File: config.mk
export PLATFORM = sky130hd
export DESIGN_NAME = branch_resolve_seq
export DESIGN_NICKNAME = d
export VERILOG_FILES = /design/src/rtl/branch_resolve_seq.sv
export SDC_FILE = /design/constraint.sdc
export NUM_CORES = 1
export LEC_CHECK = 0
export CORE_MARGIN = 3
export CORE_UTILIZATION = 50
export DETAILED_ROUTE_END_ITERATION = 8
export GPL_TIMING_DRIVEN = 0
export HOLD_SLACK_MARGIN = 0.06
export PLACE_DENSITY = 0.9
export SLEW_MARGIN = 10
export SYNTH_ARGS = -nofsm -noshare
export SYNTH_HDL_FRONTEND = slang
export SYNTH_SLANG_ARGS = --single-unit
File: constraint.sdc
create_clock -name clk -period 4.24 [get_ports clk]
set_input_delay 0.424 -clock clk [delete_from_list [all_inputs] [get_ports clk]]
set_output_delay 0.424 -clock clk [all_outputs]
set_load 0.05 [all_outputs]
File: src/rtl/branch_resolve_seq.sv
// branch_resolve_seq: control-side sequencer for conditional branches.
// Drives the ALU compare and the branch-condition gate, samples the taken
// result, and issues a one-cycle PC write to the branch target when taken.
// Optional build macro: BRANCH_STATS_EN adds saturating taken/not-taken
// counters on ports taken_cnt / not_taken_cnt.
module branch_resolve_seq #(
  parameter int unsigned ALU_LAT = 1,
  parameter int unsigned CNT_W   = 16
) (
  input  logic             clk,
  input  logic             reset,
  input  logic             branch_req,
  input  logic [1:0]       branch_op,
  input  logic             update_UC,
  output logic             alu_cmp,
  output logic             UC_control,
  output logic [1:0]       UC_op,
  output logic             pc_write,
  output logic             pc_src,
  output logic             taken,
  output logic             busy,
  output logic             branch_done
`ifdef BRANCH_STATS_EN
  ,
  output logic [CNT_W-1:0] taken_cnt,
  output logic [CNT_W-1:0] not_taken_cnt
`endif
);

  localparam int unsigned LAT_W = 4;
  localparam int unsigned OP_W  = 2;

  // Reject configurations the latency counter cannot represent.
  if (ALU_LAT < 1 || ALU_LAT > 15) begin : g_bad_alu_lat
    $error("branch_resolve_seq: ALU_LAT must be in 1..15");
  end
  if (CNT_W < 1) begin : g_bad_cnt_w
    $error("branch_resolve_seq: CNT_W must be at least 1");
  end

  typedef enum logic [2:0] {
    S_IDLE  = 3'd0,
    S_CMP   = 3'd1,
    S_EVAL  = 3'd2,
    S_WRITE = 3'd3,
    S_DONE  = 3'd4
  } state_t;

  state_t            state_q, state_d;
  logic [OP_W-1:0]   op_q, op_d;
  logic [LAT_W-1:0]  cnt_q, cnt_d;
  logic              taken_d;
  logic              alu_cmp_d, uc_control_d, pc_write_d, pc_src_d;
  logic              busy_d, branch_done_d;
  logic [OP_W-1:0]   uc_op_d;

  // Next-state logic; outputs are decoded from the next state so they
  // come straight out of flops and track the registered state exactly.
  always_comb begin
    state_d = state_q;
    op_d    = op_q;
    cnt_d   = cnt_q;
    taken_d = taken;

    unique case (state_q)
      S_IDLE: begin
        if (branch_req) begin
          op_d    = branch_op;
          cnt_d   = '0;
          state_d = S_CMP;
        end
      end
      S_CMP: begin
        cnt_d = cnt_q + LAT_W'(1);
        if (cnt_q == LAT_W'(ALU_LAT - 1)) begin
          state_d = S_EVAL;
        end
      end
      S_EVAL: begin
        taken_d = update_UC;
        state_d = update_UC ? S_WRITE : S_DONE;
      end
      S_WRITE: state_d = S_DONE;
      S_DONE:  state_d = S_IDLE;
      default: state_d = S_IDLE;
    endcase

    alu_cmp_d     = (state_d == S_CMP) || (state_d == S_EVAL);
    uc_control_d  = (state_d == S_EVAL);
    uc_op_d       = alu_cmp_d ? op_d : '0;
    pc_write_d    = (state_d == S_WRITE);
    pc_src_d      = (state_d == S_WRITE);
    busy_d        = (state_d != S_IDLE);
    branch_done_d = (state_d == S_DONE);
  end

  // State, latched op, latency counter and registered outputs.
  always_ff @(posedge clk or negedge reset) begin
    if (!reset) begin
      state_q     <= S_IDLE;
      op_q        <= '0;
      cnt_q       <= '0;
      taken       <= 1'b0;
      alu_cmp     <= 1'b0;
      UC_control  <= 1'b0;
      UC_op       <= '0;
      pc_write    <= 1'b0;
      pc_src      <= 1'b0;
      busy        <= 1'b0;
      branch_done <= 1'b0;
    end else begin
      state_q     <= state_d;
      op_q        <= op_d;
      cnt_q       <= cnt_d;
      taken       <= taken_d;
      alu_cmp     <= alu_cmp_d;
      UC_control  <= uc_control_d;
      UC_op       <= uc_op_d;
      pc_write    <= pc_write_d;
      pc_src      <= pc_src_d;
      busy        <= busy_d;
      branch_done <= branch_done_d;
    end
  end

`ifdef BRANCH_STATS_EN
  // Saturating outcome counters, bumped as each branch leaves EVAL.
  always_ff @(posedge clk or negedge reset) begin
    if (!reset) begin
      taken_cnt     <= '0;
      not_taken_cnt <= '0;
    end else if (state_q == S_EVAL) begin
      if (update_UC) begin
        if (taken_cnt != '1) taken_cnt <= taken_cnt + CNT_W'(1);
      end else begin
        if (not_taken_cnt != '1) not_taken_cnt <= not_taken_cnt + CNT_W'(1);
      end
    end
  end
`endif

endmodule

[Word level (Yosys, flattened, before mapping)]
Index checks and enable logic that the tools add are counted.
Storage, ports and cells
  flip-flop bits (word level): 17
  input bits: 6
  word-level logic and storage cells: 34
  output and inout port bits: 9
Cells by class
  mux-type cells: 9
  add/sub/neg operators: 1
  reductions and logical operators: 6
  equality and inequality tests: 8
Operator list (number)
  3-bit by 2-bit == test with 1-bit output (second input constant): 4
  3-bit case mux with 4 select lines: 1
  3-bit two-way mux: 3
  4-bit case mux with 2 select lines: 1
  3-bit by 1-bit == test with 1-bit output (second input constant): 2
  2-bit two-way mux: 3
  4-bit by 1-bit adder with 4-bit output (second input constant): 1
  4-bit zero test: 1
  4-bit two-way mux: 1
  3-bit == test (second input constant): 1
  3-bit zero test: 1
  3-bit nonzero test: 1
  2-bit != test (second input constant): 1
  2-bit AND reduction: 1
  2-bit nonzero test: 1
  1-bit logical OR: 1

[Longest topological paths before layout]
  depth in word-level cells: 6
  mapped depth: 5
  gate-level depth less buffers: 5

[Worst setup path after synthesis]
OpenSTA, ideal clock, no wires.
  path kind: flip-flop to flip-flop
  start point: register state_q[1]
  end point: register cnt_q[2]
  setup time: 0.077 ns
  stages on the path, launching flop included: 4
  path slack: 2.913 ns
  path buffers: 0
  clock period less this slack: 1.327 ns
  data arrival time: 1.250 ns
  data required time: 4.163 ns
  cells stage by stage: dfrtp_1 > or3b_1 > or3_1 > a21oi_1
Between the ends
  cells in the longest elaborated chain, start to end: 3
  elaborated cells on any way between the ends: 6
  classes of those cells: 2 x eq/ne; 1 x mux; 3 x reduce/logical
Ends and longest elaborated chain
  start: declaration: RTL line 49  | state_t state_q, state_d;
  start signal: assignment: RTL line 112  | state_q <= state_d;
  3-bit by 1-bit == test with 1-bit output / 3-bit zero test (equally long branches): RTL line 65  | unique case (state_q)
  2-bit nonzero test (no line) / 2-bit != test (equally long branches)
  2-bit AND reduction (no line)
  end signal: assignment: RTL line 114  | cnt_q <= cnt_d;
  end: declaration: RTL line 51  | logic [LAT_W-1:0] cnt_q, cnt_d;
Parallel ways exist; a longest one is shown, timed or not.
A chain may end at the register's enable or synchronous reset.

==> flow_metrics.tcl <==
set metrics [dict create \
    clock_latency_ns 0.28 \
    grt_setup_unrepaired "no" \
    clk_pin_slew_ns 0.09 \
    initial_core_util 0.573 \
    drv_cap 0 \
    dpl_cell_area_um2 837 \
    cts_tree "built" \
    grt_max_degree 18 \
    maxSlewViolCount 0 \
    syn2layout_area_growth_pct 27.1 \
    fp.coreArea_um2 1190 \
    final_cell_mix "dfrtp_1 (17), nand2_1 (17), clkdlybuf4s50_1 (14), inv_1 (6), o21ai_0 (4)" \
    clockBufferDepth 2 \
    min_path_cells 2 \
    leakage_nw 0.436 \
    crit_cells 2 \
    drt_iter0_markers 5 \
    post_synth_num_cell_types 20 \
    layout.nets 90 \
    synth_top_cell_area_share 0.626 \
    ctsRootBufferMaster "clkbuf_4" \
    syn_nets 71 \
    fillers 102 \
    ys_ff_latch 17 \
    cp_max_fo 2 \
    switching_share 0.441 \
    setup_ws_ns 2.29 \
    place_ws_ns 2.41 \
    critical-path-max-stage-delay_ns 0.78 \
    setup_violations 0 \
    finalPower_uw 671 \
    hp-class "flop to flop" \
    synthCells 63 \
    cp_cell_sequence "buf_4, clkdlybuf4s50_1" \
    intPower_uw 375 \
    r2r_cells 3 \
    fin_tns_setup_ns 0 \
    stdcell_count 95 \
    yosysTopAreaCell "dfrtp_1" \
    ios 15 \
    antenna_cells 0 \
    power.share.sequential 0.400 \
    relSlewSlack 0.519 \
    cp-start-kind "flop" \
    yosysWarnings 0 \
    grt_pass1_wl_um 2130 \
    p_sw_uw 296 \
    route.detailed.drc 0 \
    vias 496 \
    fp.dieW_um 42.9 \
    dr.pass1.iters 4 \
    finalHoldViolations 0 \
    syn_area_um2 679 \
    grt-ovfl-total 0 \
    wl_um 1200 \
    seq_area_frac_synth 0.626 \
    htreeDepth 1 \
    cts_resized 0 \
    status "finished clean" \
    p_clk_frac 0.122 \
    cts_hold_buf 0 \
    routedWlPerCell_um 12.6 \
    die-area_um2 1840 \
    dp_hpwl_um 905 \
    cp_num_buf_inv 2 \
    post_cts.repair.setup_buffers 0 \
    routabilityCongestion 0.744 \
    period_share 0.461 \
    cp.arrival_ns 1.53 \
    dieHeight_um 42.9 \
    clock_skew_ns 0.000898 \
    final_cell_area_um2 863 \
    numCtsBuffers 3 \
    port_buffers 14 \
    max_clock_freq_mhz 512 \
    power_frac_comb 0.478 \
    crit_path_end_kind "primary output" \
    grt_pass1_vias 518 \
    cts_sinks 17 \
    drive_above_1_share 0.0617 \
    ir_drop_uv 407 \
    num_rows 12 \
    antenna_found_initial 0 \
    p_per_area_nw_per_um2 777 \
    critPathKind "flop to primary output" \
    slowest_stage "clkdlybuf4s50_1" \
    period_minus_slack_ns 1.95 \
    place_inst 91 \
    postRouteAntennaNets 0 \
    synth_area_leaders "dfrtp_1 (63%), nand2_1 (9.4%), ha_1 (3.7%), inv_1 (3.3%), o21ai_0 (2.9%)" \
    via_per_inst 5.22 \
    track_usage 0.153 \
    tightest_slew_ns 0.719 \
    crit_required_ns 3.82 \
    syn_avg_cell_area_um2 10.8 \
    crit_family "buffers and inverters" \
]
[layout make-up]
| type | count | area (um^2) | share of cell area |
|---|---|---|---|
| buffer | 1 | 7.51 | 0.00870 |
| inverter | 6 | 22.5 | 0.0261 |
| sequential | 17 | 425 | 0.493 |
| timing repair buffer | 14 | 140 | 0.162 |
| clock buffer | 4 | 26.3 | 0.0304 |
| multi-input combinational | 39 | 224 | 0.259 |
| tap | 14 | 17.5 | 0.0203 |
[kinds of logic after synthesis]
family,synth area share
flops,0.626
compound gates,0.0626
mux,0.0147
fa+ha+maj,0.0368
simple gates,0.215
buf+inv,0.0442
[worst paths after layout]
path,endpoint,slack (ns),start
min,op_q[0]$_DFF_PN0_,0.49,op_q[0]$_DFF_PN0_
max in group asynchronous,pc_src$_DFF_PN0_,3.23,reset
max reg2reg,cnt_q[2]$_DFFE_PN0P_,2.77,state_q[1]$_DFF_PN0_
max,pc_write,2.29,pc_src$_DFF_PN0_
min in group asynchronous,state_q[1]$_DFF_PN0_,0.56,reset
min reg2reg,op_q[0]$_DFF_PN0_,0.49,op_q[0]$_DFF_PN0_
[registers in the layout, summed over array words and instances, names as in the netlist]
signal / count
UC_control: 1
taken: 1
busy: 1
cnt_q: 4
pc_src: 1
op_q: 2
UC_op: 2
branch_done: 1
alu_cmp: 1
state_q: 3
[through the flow]
stage	hold WS [ns]	util
floorplan	0.128	-
global placement	0.451	0.706
detailed placement	0.470	0.706
CTS	0.494	0.728
global route	0.528	0.728
finish	0.490	0.728
[power by group through the flow]
stage	Combinational (mW)	Clock (mW)	Sequential (mW)
2_1_floorplan	0.113	0	0.375
3_3_place_gp	0.316	0	0.267
3_5_place_dp	0.323	0	0.271
4_1_cts	0.325	0.0854	0.268
5_1_grt	0.351	0.0934	0.276
6_report	0.321	0.0821	0.268
[per-layer routing]
metal	vias up	wire length [um]	GRT usage
li1	245	-	-
met1	235	489	0.180
met2	12	624	0.263
met3	4	59	0.0297
met4	0	26	0.0745
met5	-	0	0
[worst register-to-register path: stages, from the launching register on]
cell and delay (ns):
dfrtp_1 0.45, or3b_1 0.45, or3_1 0.33, a21oi_1 0.17
[cell usage after synthesis]
cell      instances
dfrtp_1          17
nand2_1          17
inv_1             6
o21ai_0           4
a21oi_1           3
ha_1              2
buf_4             1
mux2i_1           1
nand2b_1          1
nand3b_1          1
nand4_1           1
nor2_1            1
nor3_1            1
nor3b_1           1
nor3b_2           1
nor4b_1           1
o211ai_1          1
or3_1             1
or3b_1            1
or4b_1            1
No activity file was read; power rests on OpenSTA's default activity.
